$ cat config.mk
export PLATFORM = sky130hd
export DESIGN_NAME = ip_frag_ctrl
export DESIGN_NICKNAME = d
export VERILOG_FILES = /design/src/rtl/ip_frag_ctrl_pkg.sv /design/src/rtl/ip_frag_ctrl_timer.sv /design/src/rtl/ip_frag_ctrl.sv
export SDC_FILE = /design/constraint.sdc
export NUM_CORES = 1
export LEC_CHECK = 0
export CAP_MARGIN = 20
export CORE_MARGIN = 5
export CORE_UTILIZATION = 58
export CTS_CLUSTER_SIZE = 24
export DETAILED_ROUTE_END_ITERATION = 7
export PLACE_DENSITY = 0.93
export RECOVER_POWER = 25
export SETUP_SLACK_MARGIN = 0.5
export SLEW_MARGIN = 20
export SYNTH_ARGS = -nofsm -noshare
export SYNTH_HDL_FRONTEND = slang
export SYNTH_SLANG_ARGS = --single-unit
$ cat constraint.sdc
create_clock -name rx_clk -period 8.7 [get_ports rx_clk]
set_input_delay 1.74 -clock rx_clk [delete_from_list [all_inputs] [get_ports rx_clk]]
set_output_delay 1.74 -clock rx_clk [all_outputs]
set_load 0.01 [all_outputs]
$ cat src/rtl/ip_frag_ctrl_pkg.sv
// Shared types and constants for the single-context IP fragment reassembly controller.
package ip_frag_ctrl_pkg;

  typedef enum logic [2:0] {
    StIdle,
    StWhole,
    StFrag,
    StAssem,
    StCheck,
    StReady,
    StDisc
  } state_e;

  // Fragment offsets arrive in 8-byte units.
  localparam int unsigned FragUnitShift = 3;

  function automatic logic [15:0] frag_base(input logic [12:0] sft);
    return 16'(sft) << FragUnitShift;
  endfunction

endpackage

$ cat src/rtl/ip_frag_ctrl_timer.sv
// Reassembly idle timer: counts enabled cycles and pulses expired_o after TO_CYC of them.
module ip_frag_ctrl_timer #(
  parameter int unsigned     TO_W   = 24,
  parameter logic [TO_W-1:0] TO_CYC = 24'd12500000
) (
  input  logic clk_i,
  input  logic rst_i,
  input  logic clr_i,
  input  logic en_i,
  output logic expired_o
);

  logic [TO_W-1:0] cnt_q, cnt_d;

  assign expired_o = en_i && !clr_i && (cnt_q == TO_CYC - 1'b1);

  always_comb begin
    cnt_d = cnt_q;
    if (clr_i || expired_o) begin
      cnt_d = '0;
    end else if (en_i) begin
      cnt_d = cnt_q + 1'b1;
    end
  end

  always_ff @(posedge clk_i) begin
    if (rst_i) begin
      cnt_q <= '0;
    end else begin
      cnt_q <= cnt_d;
    end
  end

endmodule

$ cat src/rtl/ip_frag_ctrl.sv
// Single-context IP reassembly controller: buffer write addressing, length tracking, hand-over.
// Optional statistics counters are built when IP_FRAG_STAT_EN is defined.
module ip_frag_ctrl
  import ip_frag_ctrl_pkg::*;
#(
  parameter int unsigned       BUF_AW = 11,
  parameter int unsigned       TO_W   = 24,
  parameter logic [TO_W-1:0]   TO_CYC = 24'd12500000
) (
  input  logic              rx_clk,
  input  logic              rst,
  input  logic              pkt_start,
  input  logic              frag_start,
  input  logic [12:0]       frag_sft,
  input  logic              last_frag,
  input  logic [31:0]       src_ip,
  input  logic              pkt_en,
  input  logic [7:0]        pkt_dat,
  input  logic              frag_end,
  input  logic              pkt_end,
  output logic              buf_we,
  output logic [BUF_AW-1:0] buf_addr,
  output logic [7:0]        buf_dat,
  output logic              asm_done,
  output logic [15:0]       asm_len,
  output logic [31:0]       asm_src_ip,
  input  logic              asm_ack,
  output logic              asm_drop,
  output logic              busy,
  output logic [15:0]       stat_asm_cnt,
  output logic [15:0]       stat_drop_cnt
);

  localparam logic [16:0] BufMax = 17'((17'd1 << BUF_AW) - 17'd1);

  state_e            state_q, state_d;
  logic [15:0]       base_q, base_d, offset_q, offset_d;
  logic [15:0]       rcv_q, rcv_d, tot_q, tot_d, asm_len_q, asm_len_d;
  logic [31:0]       ctx_ip_q, ctx_ip_d, asm_ip_q, asm_ip_d;
  logic              have_last_q, have_last_d, lf_q, lf_d;
  logic              we_q, we_d, drop_q, drop_d;
  logic [BUF_AW-1:0] addr_q, addr_d;
  logic [7:0]        dat_q, dat_d;
  logic [16:0]       wr_addr;
  logic              tmr_clr, tmr_en, tmr_exp, accept_start, any_start;

  assign wr_addr   = {1'b0, base_q} + {1'b0, offset_q};
  assign any_start = pkt_start || frag_start;

  ip_frag_ctrl_timer #(
    .TO_W   (TO_W),
    .TO_CYC (TO_CYC)
  ) u_timer (
    .clk_i     (rx_clk),
    .rst_i     (rst),
    .clr_i     (tmr_clr),
    .en_i      (tmr_en),
    .expired_o (tmr_exp)
  );

  always_comb begin
    state_d      = state_q;
    base_d       = base_q;
    offset_d     = offset_q;
    rcv_d        = rcv_q;
    tot_d        = tot_q;
    asm_len_d    = asm_len_q;
    ctx_ip_d     = ctx_ip_q;
    asm_ip_d     = asm_ip_q;
    have_last_d  = have_last_q;
    lf_d         = lf_q;
    we_d         = 1'b0;
    drop_d       = 1'b0;
    addr_d       = addr_q;
    dat_d        = dat_q;
    tmr_clr      = 1'b0;
    tmr_en       = 1'b0;
    accept_start = 1'b0;

    unique case (state_q)
      StIdle: accept_start = 1'b1;
      StWhole, StFrag: begin
        if (state_q == StWhole && pkt_end) begin
          asm_len_d = offset_q;
          asm_ip_d  = ctx_ip_q;
          state_d   = StReady;
          drop_d    = any_start;
        end else if (state_q == StFrag && frag_end) begin
          rcv_d   = rcv_q + offset_q;
          if (lf_q) begin
            tot_d       = wr_addr[15:0];
            have_last_d = 1'b1;
          end
          state_d = StCheck;
          drop_d  = any_start;
        end else if (pkt_en) begin
          if (wr_addr > BufMax) begin
            drop_d  = 1'b1;
            state_d = StDisc;
          end else begin
            we_d     = 1'b1;
            addr_d   = wr_addr[BUF_AW-1:0];
            dat_d    = pkt_dat;
            offset_d = offset_q + 16'd1;
          end
        end
      end
      StCheck: begin
        drop_d = any_start;
        if (have_last_q && rcv_q == tot_q) begin
          asm_len_d = tot_q;
          asm_ip_d  = ctx_ip_q;
          state_d   = StReady;
        end else begin
          tmr_clr = 1'b1;
          state_d = StAssem;
        end
      end
      StAssem: begin
        tmr_en = 1'b1;
        if (tmr_exp) begin
          drop_d  = 1'b1;
          state_d = StIdle;
        end else if (frag_start && src_ip == ctx_ip_q) begin
          base_d   = frag_base(frag_sft);
          offset_d = '0;
          lf_d     = last_frag;
          state_d  = StFrag;
        end else if (any_start) begin
          drop_d = 1'b1;
        end
      end
      StReady: begin
        drop_d = any_start;
        if (asm_ack) state_d = StIdle;
      end
      StDisc: begin
        // Terminating end is consumed first; a start in the same cycle opens a new context.
        if (pkt_end || frag_end) begin
          state_d      = StIdle;
          accept_start = 1'b1;
        end
      end
      default: state_d = StIdle;
    endcase

    if (state_d == StIdle) begin
      rcv_d       = '0;
      tot_d       = '0;
      have_last_d = 1'b0;
    end

    if (accept_start) begin
      if (pkt_start) begin
        state_d  = StWhole;
        base_d   = '0;
        offset_d = '0;
        ctx_ip_d = src_ip;
      end else if (frag_start) begin
        state_d     = StFrag;
        base_d      = frag_base(frag_sft);
        offset_d    = '0;
        ctx_ip_d    = src_ip;
        lf_d        = last_frag;
        rcv_d       = '0;
        tot_d       = '0;
        have_last_d = 1'b0;
      end
    end
  end

  always_ff @(posedge rx_clk) begin
    if (rst) begin
      state_q     <= StIdle;
      base_q      <= '0;
      offset_q    <= '0;
      rcv_q       <= '0;
      tot_q       <= '0;
      asm_len_q   <= '0;
      ctx_ip_q    <= '0;
      asm_ip_q    <= '0;
      have_last_q <= 1'b0;
      lf_q        <= 1'b0;
      we_q        <= 1'b0;
      drop_q      <= 1'b0;
      addr_q      <= '0;
      dat_q       <= '0;
    end else begin
      state_q     <= state_d;
      base_q      <= base_d;
      offset_q    <= offset_d;
      rcv_q       <= rcv_d;
      tot_q       <= tot_d;
      asm_len_q   <= asm_len_d;
      ctx_ip_q    <= ctx_ip_d;
      asm_ip_q    <= asm_ip_d;
      have_last_q <= have_last_d;
      lf_q        <= lf_d;
      we_q        <= we_d;
      drop_q      <= drop_d;
      addr_q      <= addr_d;
      dat_q       <= dat_d;
    end
  end

  assign buf_we     = we_q;
  assign buf_addr   = addr_q;
  assign buf_dat    = dat_q;
  assign asm_done   = (state_q == StReady);
  assign asm_len    = asm_len_q;
  assign asm_src_ip = asm_ip_q;
  assign asm_drop   = drop_q;
  assign busy       = (state_q != StIdle);

`ifdef IP_FRAG_STAT_EN
  logic [15:0] stat_asm_q, stat_asm_d, stat_drop_q, stat_drop_d;

  always_comb begin
    stat_asm_d  = stat_asm_q;
    stat_drop_d = stat_drop_q;
    if (state_d == StReady && state_q != StReady && stat_asm_q != 16'hFFFF) begin
      stat_asm_d = stat_asm_q + 16'd1;
    end
    if (drop_d && stat_drop_q != 16'hFFFF) begin
      stat_drop_d = stat_drop_q + 16'd1;
    end
  end

  always_ff @(posedge rx_clk) begin
    if (rst) begin
      stat_asm_q  <= '0;
      stat_drop_q <= '0;
    end else begin
      stat_asm_q  <= stat_asm_d;
      stat_drop_q <= stat_drop_d;
    end
  end

  assign stat_asm_cnt  = stat_asm_q;
  assign stat_drop_cnt = stat_drop_q;
`else
  assign stat_asm_cnt  = 16'h0;
  assign stat_drop_cnt = 16'h0;
`endif

endmodule

==> results of run 1 <==
-- cell usage in the layout, fill, tap and decap left out, types with 19 or more instances in the layout --
cell	instances
sky130_fd_sc_hd__clkdlybuf4s50_1	81
sky130_fd_sc_hd__nand4_1	19
sky130_fd_sc_hd__mux2i_1	67
sky130_fd_sc_hd__nand2_1	154
sky130_fd_sc_hd__nor2_1	147
sky130_fd_sc_hd__conb_1	32
sky130_fd_sc_hd__ha_1	33
sky130_fd_sc_hd__nand3_1	35
sky130_fd_sc_hd__xor2_1	50
sky130_fd_sc_hd__a211oi_1	27
sky130_fd_sc_hd__xnor2_1	42
sky130_fd_sc_hd__dlygate4sd3_1	50
sky130_fd_sc_hd__a21oi_1	95
sky130_fd_sc_hd__dfxtp_1	194
sky130_fd_sc_hd__inv_1	20
-- routing by layer --
| metal | global-route usage, % | vias up | routed length, um | share of wire [%] |
|---|---|---|---|---|
| met4 | 11.72 | 0 | 1147 | 4.2 |
| met5 | 0 | - | 0 | 0 |
| met2 | 46.23 | 413 | 13380 | 49 |
| met3 | 8.190 | 86 | 2557 | 9.3 |
| met1 | 31.72 | 4228 | 10450 | 38 |
| li1 | - | 4279 | - | - |
-- final cells by class --
type	instances	area [um^2]	share of cell area [%]
multi-input combinational	910	5764	48.27
sequential	194	3884	32.52
timing repair buffer	139	1371	11.48
clock buffer	19	442.9	3.709
tap	225	281.5	2.357
clock inverter	13	123.9	1.037
inverter	20	75.07	0.6286
-- worst max-delay path: cells and delay by family --
family | cells | cell delay (ps)
buffers and inverters | 2 | 900
AOI/OAI and AO/OA | 3 | 670
xor gates and xnor gates | 1 | 160
and+or+nand+nor | 4 | 1430
-- cells by family after synthesis --
group	Yosys count	share of synthesized area [%]
adders and majority gates	35	4.505
xor gates and xnor gates	92	8.014
AOI/OAI and AO/OA	250	16.84
muxes	67	6.670
other	1	0.03730
DFF	194	38.63
and+or+nand+nor	434	19.81
buffers and inverters	104	5.500
-- final timing paths --
check,start,depth (start not counted),endpoint,slack (ps)
max,src_ip[22],10,rcv_q[6],4090
min,flip-flop,1,flip-flop,480
min reg2reg,flip-flop,1,flip-flop,480
max reg2reg,offset_q[4],10,buf_addr[6],4950
-- flip-flops by register name, indices dropped and copies added (netlist names), named ones only --
register	count
buf_we	1
rcv_q	16
u_timer.cnt_q	24
state_q	3
have_last_q	1
offset_q	16
buf_addr	11
asm_src_ip	32
buf_dat	8
ctx_ip_q	32
base_q	13
tot_q	16
asm_drop	1
asm_len	16
lf_q	1
-- stage by stage --
stage          power [uW]  instance area, um^2
2_1_floorplan        1415                10170
3_3_place_gp         1577                11360
3_5_place_dp         1592                11360
4_1_cts              2346                11930
5_1_grt              2440                11940
6_report             2339                11940
-- where the power goes --
part | internal, uW | switching (uW)
logic | 214 | 344
registers | 955 | 66.4
clock network | 407 | 353
total | 1580 | 763
==> results, run 1 <==
- The total area inside the core boundary comes to between 15000 and 20000 um^2.
- Counting I/O delays and the setup requirement, the final critical path takes 4606 ps.
- The total count of hold-check failures in the final report is 0.
- After synthesis the cells add up to 10050 um^2.
- Traced cell by cell, the critical path runs through clkdlybuf4s50_1 -> xor2_1 -> nor4_1 -> nand4_1 -> nor4_2 -> o32ai_1 -> a41o_1 -> o31ai_4 -> buf_4 -> nor2_1.
- The die covers 20070 um^2.
- The critical path startpoint category is an input port.
- On the worst path, the slowest cell contributes a delay of around 700 ps.
- Setup repair after global routing left no endpoint under its margin.
- The per-cell via count in the routed design is 5.925.
- The number of placement rows is 48.
- The number of buffers added for setup after CTS is 0.
- At the worst endpoint, the arrival time is 4910 ps.
- The data required time at the worst endpoint is 9000 ps.
- The total wirelength of the detailed-routed design is 27530 um.
- The synthesized design devotes to its leading area cell type 38.63% of total area.
- The clock transition at the registers of the reported paths is 70 ps.
- The power density over the cells is 195.9 nW/um^2.
- By count the netlist is led by sky130_fd_sc_hd__dfxtp_1 (194), sky130_fd_sc_hd__nand2_1 (154), sky130_fd_sc_hd__nor2_1 (148).
- The cell with the largest stage delay on the worst path is sky130_fd_sc_hd__nor4_2.
- The number of sinks driven by the clock tree is approximately 190.
- The number of cells produced by synthesis is around 1.2k.
- The layout-stage area growth over the synthesis result is 18.78%.
- Once detail routing completed, the nets flagged for antenna violations numbered 0.
- Along the worst path, the maximum fanout reaches 33.
- Yosys printed 0 warnings.
- The wire length of the first global-routing pass is 44160 um.
- Synthesis inferred 194 register bits.
- The total iterations of the first detailed-routing run is 5.
- STA classifies the critical path endpoint as a flip-flop.
- The slew at the pin closest to its max-slew limit is about 1100 ps.
- The run finished with clean final reports.
- Including well taps, the total number of placed cells is approximately 1.5k.
- The final period utilization is around 53%.
- The floorplan step set the die width to 141.7 um.
- At the placement stage, the worst setup path has a slack of between 3000 and 4000 ps.
- The post-route clock skew is 10.42 ps.
- The largest buffer count on any clock path is 2.
- The layout filler cell count is between 1k and 1.5k.
- For this design the top-level I/O count stands at 165.
- The post-synthesis cell type with the largest combined area is sky130_fd_sc_hd__dfxtp_1.
- In this run, the number of DRC markers left after iteration 0 of detailed routing was between 800 and 900.
- Derived from the worst setup path, the maximum achievable clock frequency is between 0.2 and 0.25 GHz.
- Input and output buffers added on the ports amount to 132.
- The DRC violation count after routing is 0.
- Ranked by total cell area, the synthesized netlist is headed by sky130_fd_sc_hd__dfxtp_1 (39%), sky130_fd_sc_hd__mux2i_1 (6.7%), sky130_fd_sc_hd__nand2_1 (5.7%).
- In this run, post-CTS repair resized a total of 0 instances.
- After the flow finishes, the layout carries non-filler instances totaling 1520.
- Summing the sequential cell areas from Yosys gives 38.63% of the chip area.
- The initial utilization of the core area, before any placement, comes to between 50% and 60%.
- The number of buffers created by CTS is 17.
- In this run the static leakage power is 0.004694 uW.
- Detailed placement ended at an HPWL of 19460 um.
- The critical path is of the in2reg type.
- The proportion of synthesized flip-flops having asynchronous set or reset is 0%.
- The detailed router placed 9006 vias in this run.
- The residual overflow from global routing is 0.
- The worst min-delay path category is reg2reg.
- Hold is met by 480.0 ps.
- The cell at the root of the clock tree is sky130_fd_sc_hd__clkbuf_16.
- The die span in y is 141.7 um.
- The H-tree generated during clock tree synthesis spans 4 levels.
- The number of buffers added to fix hold violations after cts is 0.
- 0 antenna diodes ended up in the layout.
- Across the run, the number of max-cap violations was 0.
- The share of layout cells above drive strength 1 is 6.486%.
- The clock tree from TritonCTS is done.
- The most frequent cell after synthesis is sky130_fd_sc_hd__dfxtp_1.
- Setup violations remaining at the end of the flow were counted as 0.
- The maximum number of pins on one net before global-route repair is 107.
- The net count of the finished layout is 1379.
- After detailed routing, the average wire length per cell comes to 18.11 um.
- The congestion estimate from routability-driven global placement came to between 0.9 and 1.
- After synthesis, the netlist uses approximately 70 different library cells.
- After layout, the worst setup slack is 4094 ps.
- The via count of the first global-routing pass was about 8.7k.
- The worst slew slack as a fraction of its limit is 26.31%.
- The average cell area after synthesis is 8.543 um^2.
- The number of antenna violations at the first check in global routing came to 0.
- Clock latency on the worst-skew pair, taken at its later pin, is roughly 430 ps.
- The overall fraction of global-route tracks in use is 27.17%.
- For this run, the share of the core covered by cells in the final layout is 69.53%.
- VDD sags by at most 0.1409 mV.
- In this run, synthesis inferred 0 flip-flops with an integrated enable.
- The count of final max-slew check failures is 0.
- The final total negative setup slack is 0 ps.
- The most frequently used flop master after synthesis is sky130_fd_sc_hd__dfxtp_1.
No activity file was read; power rests on OpenSTA's default activity.
==> inputs of run 2 (changes only) <==
CORE_UTILIZATION = 49   (was 58)
PLACE_DENSITY = 0.84   (was 0.93)
clock period = 3.75 ns   (was 8.7 ns; I/O delays follow)
==> results, run 2 (synthesis gave the netlist of run 1 again) <==
- The flow ran to the end, but the final reports show violations.
- The checks that failed: DRC.
- The setup path with the least slack is of type reg2reg.
- The floorplan step defined a core boundary enclosing around 20000 um^2.
- Once layout is complete, the cells apart from fillers number 1594.
- The worst-path maximum fanout is 16.
- The antenna diode instance count is 0.
- The clock transition at the registers of the reported paths is 70 ps.
- The slew at the pin closest to its max-slew limit is 800.4 ps.
- Clock latency on the worst-skew pair, taken at its later pin, is about 440 ps.
- In this run, post-CTS hold repair placed 0 buffers.
- The initial detailed-routing violation count is 772.
- In the final layout, the share of cells above drive strength 1 is 9.517%.
- The die span in y is 153.2 um.
- The first global-routing pass estimated 43610 um of wire.
- The total count of hold-check failures in the final report is 0.
- Row generation in the floorplan step produced 52 rows.
- Port buffering added roughly 130 buffers.
- The final net count is about 1.4k.
- The post-route clock skew is roughly 19 ps.
- The horizontal die dimension is 153.2 um.
- The capturing element type of the critical path is a flip-flop.
- Clock tree synthesis found a total of 194 sinks.
- The weighted congestion at the end of routability-driven global placement is 0.9239.
- The analysis attributes to net switching a power of ~1800 uW.
- The number of maximum-capacitance constraint violations is 0.
- For this configuration, the core starts out at a cell density of between 40% and 50%.
- The number of antenna violations at the first check in global routing came to 0.
- The clock passes through at most 2 buffers.
- Based on the critical path, the design can be clocked at up to around 0.31 GHz.
- The worst min-delay path category is reg2reg.
- Pin placement for this block handled 165 I/O pins.
- The count of final max-slew check failures is 0.
- In the layout the commonest cells are sky130_fd_sc_hd__dfxtp_1 (192), sky130_fd_sc_hd__nand2_1 (154), sky130_fd_sc_hd__nor2_1 (147), sky130_fd_sc_hd__a21oi_1 (93), sky130_fd_sc_hd__mux2i_1 (67).
- Setup violations remaining at the end of the flow were counted as 0.
- Power spread over the standard cell area amounts to 446.7 nW/um^2.
- The post-route minimum period is 3232 ps.
- Summed over all layers, the routed wires come to ~28000 um.
- The critical path startpoint category is a flip-flop.
- Summed over all failing endpoints, the final setup total negative slack is 0 ps.
- Data on the critical path arrives at its endpoint at 3560 ps.
- Entering global routing, the biggest net connects about 80 pins.
- In this run switching power makes up ~33% of total power.
- The die covers about 23000 um^2.
- The share of total power dissipated in combinational logic is 26.1%.
- The design internal power is 3721 uW.
- The worst slew slack as a fraction of its limit is 46.64%.
- Detailed routing inserted a total of 9132 vias.
- The layout-stage area growth over the synthesis result is 23.00%.
- Summed over all cells, the static leakage comes to 0.004911 uW.
- Buffers inserted during clock tree synthesis total 17.
- Counting tap cells, the placed design contains a total of roughly 1.6k instances.
- Global routing used 22.54% of the available tracks across all layers.
- In the routed layout, each cell is associated on average with a via count of ~5.7.
- For this run, the detailed router's first-pass iteration total came to 8.
- CTS built an H-tree with a depth of 4.
- In this run the remaining antenna-violating nets after routing total 0.
- Setup repair after global routing left no endpoint under its margin.
- The cell at the root of the clock tree is sky130_fd_sc_hd__clkbuf_16.
- For the worst setup path, the data required time is 4070 ps.
- Summing all flip-flop and latch instances after layout gives between 3000 and 4000 um^2.
- The clock tree from TritonCTS is done.
- The library cell used most frequently in the layout, excluding fill and tap cells, is sky130_fd_sc_hd__dfxtp_1.
- The layout filler cell count is 1649.
- Summed over all layers, the global routing overflow is 0.
- The largest voltage drop on the vdd net is 0.3510 mV.
- Dividing the final minimum period by the clock period gives 86.19%.
- The sequential power share is between 40 and 50%.
- For this run, design rule violations remaining after detail routing come to 1.
- In the final routed layout, each cell accounts on average for 17.49 um.
- Summed over all nets, the half-perimeter wirelength after detailed placement is 19900 um.
- The area occupied by multi-input gates is 5853 um^2.
- The via count of the first global-routing pass was between 8k and 9k.
- In this run, the clock network consumes 31.2% of the power.
-- run 2: cell count changes in the layout (fill, tap and decap cells not counted), sizes merged --
| cell | before | now |
|---|---|---|
| buf | 7 | 35 |
| bufinv | 1 | 0 |
| clkbuf | 20 | 24 |
| clkdlybuf4s50 | 81 | 66 |
| clkinv | 5 | 6 |
| clkinvlp | 2 | 3 |
| dlygate4sd3 | 50 | 65 |
| inv | 25 | 21 |
-- run 2: metrics by stage --
stage          util [%]  hold slack [ps]  area, um^2  worst slack (ps)  power, uW
4_1_cts           60.26            484.5       12190             471.0       5473
6_report          61.12            483.0       12370             518.0       5525
3_5_place_dp      57.40            465.0       11610             155.6       3767
5_1_grt           61.12            510.1       12370             428.7       5776
2_1_floorplan         -            436.7       10170             653.9       3283
3_3_place_gp      57.40            454.1       11610             210.8       3737
-- run 2: final cells by class --
| class | count | area share, % |
|---|---|---|
| clock inverters | 10 | 0.6374 |
| inverters | 20 | 0.6070 |
| clock buffers | 22 | 3.834 |
| repair buffers | 168 | 13.44 |
| well taps | 270 | 2.732 |
| multi-input cells | 910 | 47.33 |
| flip-flops and latches | 194 | 31.42 |
-- run 2: timing repair --
action	in CTS	in global routing
pin swaps	1	10
resized for setup	3	16
endpoints found under the setup margin	42	66
setup buffers	2	4
gates cloned	0	2
-- run 2: metal layers --
layer  share of wire (%)  GRT usage [%]  vias to the layer above
met2                  49          37.83                      416
met5                   0              0                        -
met1                  38          26.15                     4314
met3                 9.2          7.181                       73
li1                    -              -                     4329
met4                 3.9          10.56                        0
-- run 2: worst max-delay path: stages, from the launching register on --
cell	delay, ps
sky130_fd_sc_hd__dfxtp_1	340
sky130_fd_sc_hd__ha_1	330
sky130_fd_sc_hd__nand2_1	130
sky130_fd_sc_hd__nor4_4	480
sky130_fd_sc_hd__a211oi_2	190
sky130_fd_sc_hd__or4_4	570
sky130_fd_sc_hd__o211a_2	180
sky130_fd_sc_hd__a41o_1	260
sky130_fd_sc_hd__o31ai_4	180
sky130_fd_sc_hd__buf_4	190
sky130_fd_sc_hd__clkbuf_16	210
sky130_fd_sc_hd__a21oi_1	50
-- run 2: power by group through the flow --
stage / registers, uW / clock network (uW) / logic [uW]
floorplan: 2380 / 0 / 901
finish: 2360 / 1720 / 1440
CTS: 2360 / 1740 / 1370
detailed placement: 2410 / 0 / 1360
global placement: 2400 / 0 / 1330
global route: 2390 / 1840 / 1560
-- run 2: worst paths after layout --
| kind | startpoint | to | slack [ps] | depth (start not counted) |
|---|---|---|---|---|
| worst max-delay path | base_q[10] | tot_q[0] | 520 | 11 |
| worst min-delay path | flip-flop | flip-flop | 480 | 1 |
| worst max register to register | base_q[10] | tot_q[0] | 520 | 11 |
| worst min register to register | flip-flop | flip-flop | 480 | 1 |
==> inputs of run 3 (changes only) <==
RECOVER_POWER = unset   (was 25)
==> results, run 3 (synthesis gave the netlist of run 1 again) <==
- Summed over all layers, the global routing overflow is 0.
- The boundary pin count is 165.
- The upper clock frequency limit is 0.3110 GHz.
- The clock passes through at most 2 buffers.
- TritonCTS built the clock tree.
- The number of buffers created by CTS is 17.
- The number of buffers and inverters on the critical path is 2.
- The number of buffers added to fix hold violations after cts is 0.
- In the final timing run, aggregate negative setup slack is 0 ps.
- The total iterations of the first detailed-routing run is 7.
- The starting density of the core is between 40% and 50%.
- The placeable core region is 20230 um^2.
- The congestion estimate from routability-driven global placement came to 0.9239.
- From bottom edge to top edge, the die measures 153.2 um.
- For the final database, setup skew stands at 18.26 ps.
- After the last flow step, the layout net total stands at 1408.
- The number of sinks driven by the clock tree is 194.
- The last element of the critical path is rcv_q[12].
- The start-to-end type of the worst setup path is reg2reg.
- The endpoint identified for the worst register-to-register timing path is rcv_q[12].
- The cell at the root of the clock tree is sky130_fd_sc_hd__clkbuf_16.
- Summed over all layers, the routed wires come to 27870 um.
- In this run the horizontal extent of the chip is approximately 150 um.
- The clock tree synthesis step divided the H-tree into 4 levels.
- The repair_antennas step left the layout with diodes totalling 0.
- The worst-case reg-to-reg path depth is 11.
- The sum of net half-perimeters after detailed placement is approximately 20000 um.
- The first global-routing pass estimated 43610 um of wire.
- The post-route netlist has 9.517% of its cells at a drive strength greater than 1.
- For the pin with the worst max-slew slack, the measured transition is about 790 ps.
- The smallest clock period supported by the final layout is computed as 3215 ps.
- The reg-to-reg critical path startpoint is base_q[10].
- In the routed layout, each cell is associated on average with a via count of 5.715.
- Setup violations remaining at the end of the flow were counted as 0.
- In the routed design, unresolved DRC markers number 0.
- The critical path depth is 11.
- The via count of the first global-routing pass was 8622.
- The first routing iteration left roughly 800 violations.
- The count of input and output buffers is 132.
- STA classifies the critical path startpoint as a flip-flop.
- The maximum number of pins on one net before global-route repair is 79.
- The commonest non-fill, non-tap cell in the layout is sky130_fd_sc_hd__dfxtp_1.
- The clock transition at the registers of the reported paths is approximately 70 ps.
- In this run the remaining antenna-violating nets after routing total 0.
- The number of antenna violations at the first check in global routing came to 0.
- Walking the worst path, the cells encountered are ha_1 -> nand2_1 -> nor4_4 -> a211oi_2 -> or4_4 -> o211a_2 -> a41o_1 -> o31ai_4 -> buf_4 -> clkbuf_16 -> a21oi_2.
- The number of maximum-capacitance constraint violations is 0.
- Leaving out fill and tap cells, the most frequent cells in the layout are sky130_fd_sc_hd__dfxtp_1 (192), sky130_fd_sc_hd__nand2_1 (154), sky130_fd_sc_hd__nor2_1 (147), sky130_fd_sc_hd__clkdlybuf4s50_1 (131), sky130_fd_sc_hd__a21oi_1 (93).
- VDD sags by at most between 0.3 and 0.4 mV.
- The path class of the tightest hold or removal check is reg2reg.
- In this run the worst path has a maximum fanout of 16.
- The kind of cell with the highest combined delay on the critical path is simple AND/OR/NAND/NOR gates.
- The largest incremental delay on the critical path is roughly 560 ps.
- The total count of hold-check failures in the final report is 0.
- Across all setup checks in the final design, the least slack found is 534.7 ps.
- The capturing element type of the critical path is a flip-flop.
- For flop-to-flop paths, the worst setup slack is roughly 530 ps.
- The worst slew slack as a fraction of its limit is a little under half.
- Setup repair after global routing left no endpoint under its margin.
- The run finished with clean final reports.
- Dividing the detail-routed wire length by the instance count gives 17.48 um.
- At the worst endpoint, the required time is 4070 ps.
- The overall fraction of global-route tracks in use is between 20 and 25%.
- The final critical path takes up a little under nine tenths of the cycle.
- The layout-stage area growth over the synthesis result is 23.00%.
- The count of final max-slew check failures is 0.
- OpenSTA, run right after detailed placement, puts the worst setup slack at 155.6 ps.
- The routed layout has 9110 vias.
- The analysis attributes to cell leakage a power of 0.004691 uW.
- The power density over the cells is 448.8 nW/um^2.
- The die footprint is between 20000 and 25000 um^2.
- The slowest stage of the critical path is the sky130_fd_sc_hd__or4_4 cell.
- At the later pin of the worst-skew pair, clock insertion delay measures 440 ps.
- In this run the worst setup path begins at base_q[10].
- At the worst endpoint, the arrival time is 3530 ps.
- In this run the core area contains 52 standard-cell rows.
[run 3: cell type report]
| class | count | area, um^2 |
|---|---|---|
| Fill cell | 1649 | 7868 |
| Multi-Input combinational cell | 910 | 5853 |
| Sequential cell | 194 | 3886 |
| Timing Repair Buffer | 168 | 1662 |
| Clock buffer | 22 | 474.2 |
| Tap cell | 270 | 337.8 |
| Clock inverter | 10 | 78.83 |
| Inverter | 20 | 75.07 |
[run 3: worst min-delay path, cell delays in order (launching register included)]
cell                      delay (ps)
sky130_fd_sc_hd__dfxtp_1         330
sky130_fd_sc_hd__nand2_1          60
sky130_fd_sc_hd__a21oi_1          50
[run 3: metal layers]
metal	up-vias	routed length (um)	global-route usage [%]
li1	4328	-	-
met1	4286	10750	26.15
met2	417	13520	37.83
met3	79	2462	7.181
met4	0	1141	10.56
met5	-	0	0
[run 3: repair_timing]
item | 4_1_cts | 5_1_grt
cloned | 0 | 2
pin swaps | 1 | 10
buffers inserted | 2 | 4
resized for setup | 3 | 16
endpoints found under the setup margin | 42 | 66
[run 3: report_power, final]
group	switching, uW	leakage (uW)	internal, uW
Combinational	845	0.00285	619
Clock	812	0.000264	909
Sequential	151	0.00157	2220
Total	1810	0.00469	3740
[run 3: through the flow]
step / power [uW] / hold WS (ps) / utilization [%] / instance area, um^2 / instances
floorplan: 3283 / 436.7 / - / 10170 / 1208
global placement: 3737 / 454.1 / 57.40 / 11610 / 1554
detailed placement: 3767 / 465.0 / 57.40 / 11610 / 1554
CTS: 5473 / 484.5 / 60.26 / 12190 / 1588
global route: 5800 / 510.1 / 61.12 / 12370 / 1594
finish: 5550 / 483.7 / 61.12 / 12370 / 1594
[run 3: worst min path at each step]
stage	cells past startpoint	startpoint	end	slack, ps
global route	2	ctx_ip_q[20]	ctx_ip_q[20]	510
CTS	2	ctx_ip_q[14]	ctx_ip_q[14]	480
floorplan	1	flip-flop	flip-flop	440
finish	2	ctx_ip_q[14]	ctx_ip_q[14]	480
detailed placement	1	flip-flop	flip-flop	470
global placement	1	flip-flop	flip-flop	450
